==> config.mk <==
export PLATFORM = sky130hd
export DESIGN_NAME = circle_drawer
export DESIGN_NICKNAME = d
export VERILOG_FILES = /design/src/rtl/vga_pkg.sv /design/src/rtl/circle_octant_point.sv /design/src/rtl/circle_drawer.sv
export SDC_FILE = /design/constraint.sdc
export NUM_CORES = 1
export LEC_CHECK = 0
export ABC_AREA = 1
export CORE_MARGIN = 1
export CORE_UTILIZATION = 51
export DETAILED_ROUTE_END_ITERATION = 8
export HOLD_SLACK_MARGIN = 0.12
export PLACE_DENSITY = 0.71
export SYNTH_ARGS = -nofsm -noshare
export SYNTH_HDL_FRONTEND = slang
export SYNTH_SLANG_ARGS = --single-unit
==> constraint.sdc <==
create_clock -name clk -period 9.6 [get_ports clk]
set_clock_uncertainty 0.1 [all_clocks]
set_input_delay 0.96 -clock clk [delete_from_list [all_inputs] [get_ports clk]]
set_output_delay 0.96 -clock clk [all_outputs]
set_load 0.02 [all_outputs]
==> src/rtl/vga_pkg.sv <==
// Shared framebuffer geometry, colour type and circle FSM encoding for the
// vga_adapter pixel sources.
package vga_pkg;
  localparam int SCREEN_W = 160;
  localparam int SCREEN_H = 120;
  localparam int X_W      = 8;
  localparam int Y_W      = 7;
  localparam int C_W      = 10;  // signed candidate-coordinate width

  typedef logic [2:0] colour_t;

  // OCTk encodes k in the low three bits so the state doubles as octant index.
  typedef enum logic [3:0] {
    S_IDLE = 4'd0,
    S_INIT = 4'd1,
    S_DONE = 4'd2,
    S_OCT0 = 4'd8,
    S_OCT1 = 4'd9,
    S_OCT2 = 4'd10,
    S_OCT3 = 4'd11,
    S_OCT4 = 4'd12,
    S_OCT5 = 4'd13,
    S_OCT6 = 4'd14,
    S_OCT7 = 4'd15
  } circle_state_t;
endpackage

==> src/rtl/circle_octant_point.sv <==
// Maps an octant index and the current (ox,oy) offset to a signed screen
// point and flags whether it lands inside the framebuffer.
module circle_octant_point import vga_pkg::*; #(
  parameter int SCREEN_W = vga_pkg::SCREEN_W,
  parameter int SCREEN_H = vga_pkg::SCREEN_H
) (
  input  logic [2:0]            oct,
  input  logic [X_W-1:0]        cx,
  input  logic [Y_W-1:0]        cy,
  input  logic signed [C_W-1:0] ox,
  input  logic signed [C_W-1:0] oy,
  output logic signed [C_W-1:0] px,
  output logic signed [C_W-1:0] py,
  output logic                  in_bounds
);
  localparam logic signed [C_W-1:0] W_LIM = C_W'(SCREEN_W);
  localparam logic signed [C_W-1:0] H_LIM = C_W'(SCREEN_H);

  logic signed [C_W-1:0] cxs, cys;
  assign cxs = $signed({2'b00, cx});
  assign cys = $signed({3'b000, cy});

  always_comb begin
    px = cxs + ox;
    py = cys + oy;
    case (oct)
      3'd0: begin px = cxs + ox; py = cys + oy; end
      3'd1: begin px = cxs + oy; py = cys + ox; end
      3'd2: begin px = cxs - ox; py = cys + oy; end
      3'd3: begin px = cxs - oy; py = cys + ox; end
      3'd4: begin px = cxs - ox; py = cys - oy; end
      3'd5: begin px = cxs - oy; py = cys - ox; end
      3'd6: begin px = cxs + ox; py = cys - oy; end
      default: begin px = cxs + oy; py = cys - ox; end
    endcase
  end

  assign in_bounds = (px >= 0) && (px < W_LIM) && (py >= 0) && (py < H_LIM);
endmodule

==> src/rtl/circle_drawer.sv <==
// Midpoint circle outline rasteriser: one candidate pixel per clock across the
// eight octants, clipped to the framebuffer, with a level start/done handshake.
module circle_drawer import vga_pkg::*; #(
  parameter int SCREEN_W = vga_pkg::SCREEN_W,
  parameter int SCREEN_H = vga_pkg::SCREEN_H
) (
  input  logic           clk,
  input  logic           rst,
  input  logic           start,
  input  logic [X_W-1:0] centre_x,
  input  logic [Y_W-1:0] centre_y,
  input  logic [7:0]     radius,
  input  colour_t        colour,
  output logic           done,
  output logic [X_W-1:0] vga_x,
  output logic [Y_W-1:0] vga_y,
  output colour_t        vga_colour,
  output logic           vga_plot
);
  circle_state_t         state;
  logic [X_W-1:0]        cx_q;
  logic [Y_W-1:0]        cy_q;
  colour_t               col_q;
  logic signed [C_W-1:0] ox, oy, ox_n, oy_n;
  logic signed [10:0]    crit, crit_n;
  logic signed [C_W-1:0] px, py;
  logic                  in_bounds, is_oct;

  assign is_oct = state[3];

  circle_octant_point #(.SCREEN_W(SCREEN_W), .SCREEN_H(SCREEN_H)) u_pt (
    .oct(state[2:0]), .cx(cx_q), .cy(cy_q), .ox(ox), .oy(oy),
    .px(px), .py(py), .in_bounds(in_bounds)
  );

  // Decision-variable step applied once all eight octants of (ox,oy) are out.
  always_comb begin
    oy_n   = oy + 10'sd1;
    ox_n   = ox;
    crit_n = crit + {oy_n, 1'b0} + 11'sd1;
    if (crit > 11'sd0) begin
      ox_n   = ox - 10'sd1;
      crit_n = crit + {oy_n - ox_n, 1'b0} + 11'sd1;
    end
  end

  always_ff @(posedge clk or posedge rst) begin
    if (rst) begin
      state <= S_IDLE;
      cx_q  <= '0;
      cy_q  <= '0;
      col_q <= '0;
      ox    <= '0;
      oy    <= '0;
      crit  <= '0;
    end else begin
      case (state)
        S_IDLE: if (start) state <= S_INIT;
        S_INIT: begin
          cx_q  <= centre_x;
          cy_q  <= centre_y;
          col_q <= colour;
          ox    <= $signed({2'b00, radius});
          oy    <= '0;
          crit  <= 11'sd1 - $signed({3'b000, radius});
          state <= S_OCT0;
        end
        S_OCT0, S_OCT1, S_OCT2, S_OCT3, S_OCT4, S_OCT5, S_OCT6:
          state <= circle_state_t'(state + 4'd1);
        S_OCT7: begin
          ox    <= ox_n;
          oy    <= oy_n;
          crit  <= crit_n;
          state <= (oy_n <= ox_n) ? S_OCT0 : S_DONE;
        end
        S_DONE: if (!start) state <= S_IDLE;
        default: state <= S_IDLE;
      endcase
    end
  end

  assign done       = (state == S_DONE);
  assign vga_plot   = is_oct && in_bounds;
  assign vga_x      = is_oct ? px[X_W-1:0] : '0;
  assign vga_y      = is_oct ? py[Y_W-1:0] : '0;
  assign vga_colour = is_oct ? col_q : '0;
endmodule

# Word level (Yosys, flattened, before mapping)
# Index checks and enable logic that the tools add are counted.
dict set report totals {
  register_bits 53
  inputBits 29
  output_inout_bits 20
  word_cells 77
}
dict set report classes {
  add_sub_neg 17
  n_lt_le_gt_ge 6
  eq_ne 18
  muxes 14
  n_reduce_logical 15
}
# op n
set op_table {}
lappend op_table {{$pmux W10 S3} 2}
lappend op_table {{$pmux W10 S2} 2}
lappend op_table {{$eq A4 B4 Y1 const B} 8}
lappend op_table {{$add A11 B1 Y11 const B} 2}
lappend op_table {{$add A11 B11 Y11} 2}
lappend op_table {{$pmux W11 S2} 1}
lappend op_table {{$add A8 B10 Y10} 2}
lappend op_table {{$add A9 B10 Y10} 2}
lappend op_table {{$ge A10 B1 Y1 const B} 2}
lappend op_table {{$pmux W4 S5} 1}
lappend op_table {{$sub A8 B10 Y10} 2}
lappend op_table {{$sub A9 B10 Y10} 2}
lappend op_table {{$mux W4} 3}
lappend op_table {{$reduce_or A2 Y1} 6}
lappend op_table {{$gt A11 B1 Y1 const B} 1}
lappend op_table {{$mux W11} 1}
lappend op_table {{$add A10 B2 Y10 const B} 1}
lappend op_table {{$le A10 B10 Y1} 1}
lappend op_table {{$lt A10 B8 Y1 const B} 1}
lappend op_table {{$lt A10 B9 Y1 const B} 1}
lappend op_table {{$mux W10} 1}
lappend op_table {{$sub A10 B10 Y10} 1}
lappend op_table {{$sub A10 B2 Y10 const B} 1}
lappend op_table {{$eq A3 B3 Y1 const B} 3}
lappend op_table {{16 further kinds} 21}

# Logic depth before layout (Yosys ltp)
dict set report logic_depth {
  word_depth 8
  depth_mapped 23
  mapped_depth_nobuf 23
}

# Cells and area by module
# A second synthesis with hierarchy kept.
dict set report hier_totals {
  hier_cells 1006
  hier_area_um2 6560.0
}
# mod n_inst cells_per_inst area_each_um2
set by_module_without_submodules {}
lappend by_module_without_submodules {circle_drawer 1 674 4689.5}
lappend by_module_without_submodules {circle_octant_point 1 332 1870.5}

# Worst setup path after synthesis
# No wires, ideal clock.
dict set report synth_path {
  path_type {register -> output}
  from {register oy[0]}
  to {output port vga_plot}
  arrival_time_ns 3.081
  required_time_ns 8.540
  setup_slack_ns 5.459
  path_stages_with_launch 20
  path_buffers 1
  cell_sequence {dfrtp_1 buf_2 inv_2 ha_1 nand2_1 nor2_1 nand3_1 xor2_1 o22ai_1 a221oi_1 ha_1 a21oi_1 o21ai_0 a21oi_1 nor2_1 nand3_1 nand2_1 nor2_1 nand3_1 nor2_1}
}
dict set report synth_via {
  elab_chain_len 7
}
# item line
set synth_rtl {}
lappend synth_rtl {{start: declaration} circle_drawer.sv:24} ;# logic signed [C_W-1:0] ox, oy, ox_n, oy_n;
lappend synth_rtl {{start signal: assignment} circle_drawer.sv:72} ;# oy <= oy_n;
lappend synth_rtl {{$add A9 B10 Y10 or $sub A9 B10 Y10 (tied branches)} --}
lappend synth_rtl {{$pmux W10 S3} circle_octant_point.sv:26} ;# case (oct)
lappend synth_rtl {{$ge A10 B1 Y1 or $lt A10 B9 Y1 (tied branches)} circle_octant_point.sv:38} ;# assign in_bounds = (px >= 0) && (px < W_LIM) && (py >= 0) && (py < H_LIM);
lappend synth_rtl {{$logic_and A1 B1 Y1 (2 in a row)} circle_octant_point.sv:38}
lappend synth_rtl {{$logic_and A1 B1 Y1 (*)} circle_octant_point.sv:38}
lappend synth_rtl {{$logic_and A1 B1 Y1 (*)} circle_drawer.sv:83} ;# assign vga_plot = is_oct && in_bounds;
lappend synth_rtl {{end: declaration} circle_drawer.sv:18} ;# output logic vga_plot
# Every way passes the cells marked *; elsewhere a longest branch is shown, timed or not.

# Worst setup path in the final report
# Ends and elaborated chain as after synthesis.

==> summary.txt <==
Setup path
  • Critical Path Fanout Max: 12
  • WP data required: 8.54 ns
  • RR Endpoint: crit[10]
  • Worst setup EP type: output port
  • R2R cell count: 20
  • Reg2Reg Setup Slack: 5.01 ns
  • Critical path class: reg -> out
  • Worst setup SP type: flip-flop
  • CP arrival: 4.45 ns
  • RR Startpoint: oy[0]

Clock tree
  • Worst-path clk slew: 0.09 ns
  • Cts repair resizes: 0
  • CTS Sinks: 53
  • CTS root buffer: clkbuf_16
  • CTS tree: built
  • H-tree Lvls: 2
  • Max clock buf depth: 2
  • Setup bufs post-CTS: 0
  • Worst skew pair latency: 0.32 ns
  • Num CTS Buffers: 5
  • Hold-fix buffers, CTS: 0

STA
  • Hold slack: 0.3819 ns
  • RSZ-0062 raised after global routing: no
  • Setup slack after layout: 4.089 ns
  • Measured slew at the worst slew-check pin: 1.022 ns
  • Endpoints failing setup: 0
  • Fin. Hold Viols: 0
  • Tcrit/Tclk final: 0.5740
  • Max Slew Vio Count: 0
  • Period minus WS final: 5.511 ns
  • F_max: 0.1815 GHz
  • Fin Setup TNS: 0 ns
  • Rel. slew slack: 0.3144

Place
  • Port-buffer cells: 48
  • Pre-CTS WS: 4.509 ns
  • Detailed placement HPWL: 14.22 mm
  • Gpl congestion: 0.9771

Detailed routing
  • Vias: 6308
  • Pre-Repair DR Iteration Count: 7
  • DRT iter0 DRCs: 707
  • Routed WL per cell: 16.29 microns
  • Residual DRC count: 2
  • ANT nets after route: 0
  • Post-Route WL: 18.22 mm
  • Vias per inst: 5.642

Logic synthesis
  • Synth warn: 0
  • Mapped Nets: 1033
  • Post-synthesis cell type count: 51
  • Syn Area/Cell: 6.542 sq um
  • #FFs+latches synth: 53
  • Synth Flop Type: dfrtp_1
  • Share of the synthesized area in the top cell type: 0.2164
  • Post-synth ARST share: 1.000
  • Post-Syn Area: 6130 sq um
  • EDFF count, synth: 0
  • Sequential share of the synthesized area: 0.2164
  • Synth area leaders: dfrtp_1, nand2_1, ha_1
  • Synth area leader: dfrtp_1
  • Post-synthesis cell count: 937

Finish
  • Most frequent cells in the layout: nand2_1, inv_1, nor2_1, nand3_1, ha_1
  • Share of layout cells above drive strength 1: 0.04513
  • Area growth, synth to finish: 11.94%
  • Antenna Cells: 0
  • Most common cell after layout, fill and taps aside: nand2_1
  • Fin util: 0.5933
  • Final #Nets: 1070

Job
  • Maxcap violations: 0

Worst hold path
  • Hold Crit Depth: 2
  • Hold Path Class: reg -> reg
  • Hold Path End: col_q[2]
  • Worst hold start: col_q[2]

Floorplan
  • Num ports: 49
  • Die Span Y: 111.6 microns
  • Starting density of the core: 0.5300
  • Die area: 12460 sq um
  • Core ar.: 11560 sq um
  • Cell row count: 39
  • Die Width: 111.6 microns

GRT
  • Vias in the first global route: 5793
  • Largest net degree at the start of global routing: 54
  • GRT Util Overall: 0.3057
  • Total global routing overflow: 0
  • Initial antenna violation count: 0
  • First-pass GRT wire length: 29.93 mm

Outcome
  • Failing checks: DRC
  • Outcome: finished, violations left
cell usage after synthesis, types with 8 or more instances:
cell type  number
o21ai_0        54
o22ai_1        11
dfrtp_1        53
xor2_1         21
ha_1           62
o21ai_1        10
xnor2_1        14
nor3_1         10
nand3_1        70
o211ai_1        8
inv_1         113
a21oi_1        46
buf_2          11
nor2_1         75
nand4_1         9
nand2_1       272
critical path, stage by stage (launching register included):
cell,delay [ns]
dfrtp_1,0.56
inv_2,0.27
ha_1,0.23
nand2_1,0.06
nor2_1,0.26
nand3_1,0.14
xor2_1,0.24
o22ai_1,0.10
a221oi_1,0.29
ha_1,0.34
a21oi_1,0.16
o21ai_0,0.09
a21oi_1,0.32
o21ai_1,0.12
nand2_1,0.08
nand2_1,0.04
nor2_1,0.09
nand3_1,0.07
nor2_1,0.08
clkdlybuf4s50_1,0.60
metrics by stage:
stage | std cells | cell area, sq um
after global routing | 1118 | 6862
after CTS | 1118 | 6862
after global placement | 1110 | 6708
after floorplan | 937 | 6130
final | 1118 | 6862
after detailed placement | 1110 | 6708
area by class of cell:
type | count | area (sq um)
Clock inverter | 3 | 28.78
Clock buffer | 5 | 125.1
Sequential cell | 53 | 1326
Fill cell | 1125 | 4703
Timing Repair Buffer | 50 | 495.5
Tap cell | 143 | 178.9
Multi-Input combinational cell | 741 | 4235
Inverter | 123 | 471.7
sequential cells by signal, indices dropped and copies added, names as in the netlist:
signal and flops:
col_q 3, crit 11, cx_q 8, cy_q 7, ox 10, oy 10
state 4
worst max-delay path by stage:
stage / to / startpoint / slack [ns]
global route: vga_plot / oy[0] / 3.56
floorplan: vga_plot / oy[0] / 5.46
detailed placement: vga_plot / state[1] / 4.51
global placement: vga_plot / state[1] / 4.58
CTS: vga_plot / state[1] / 4.16
finish: vga_plot / oy[0] / 4.09
layer usage:
layer | vias up | GRT usage | share of wire
met3 | 23 | 0.07022 | 0.099
li1 | 3189 | - | -
met1 | 2818 | 0.4521 | 0.47
met2 | 278 | 0.4472 | 0.42
met5 | - | 0 | 0
met4 | 0 | 0.07297 | 0.014
cell families after synthesis:
logic type / after synthesis / share of synthesized area
AO/OA/AOI/OAI: 173 / 0.1692
AND/OR/NAND/NOR: 466 / 0.3288
adder cells (fa/ha/maj): 67 / 0.1429
flip-flops: 53 / 0.2164
buffers and inverters: 143 / 0.09267
XOR/XNOR: 35 / 0.05001
Power is left out: the tool's default activity adds up to more than one toggle a clock period on the data nets, which glitch-free logic cannot reach.
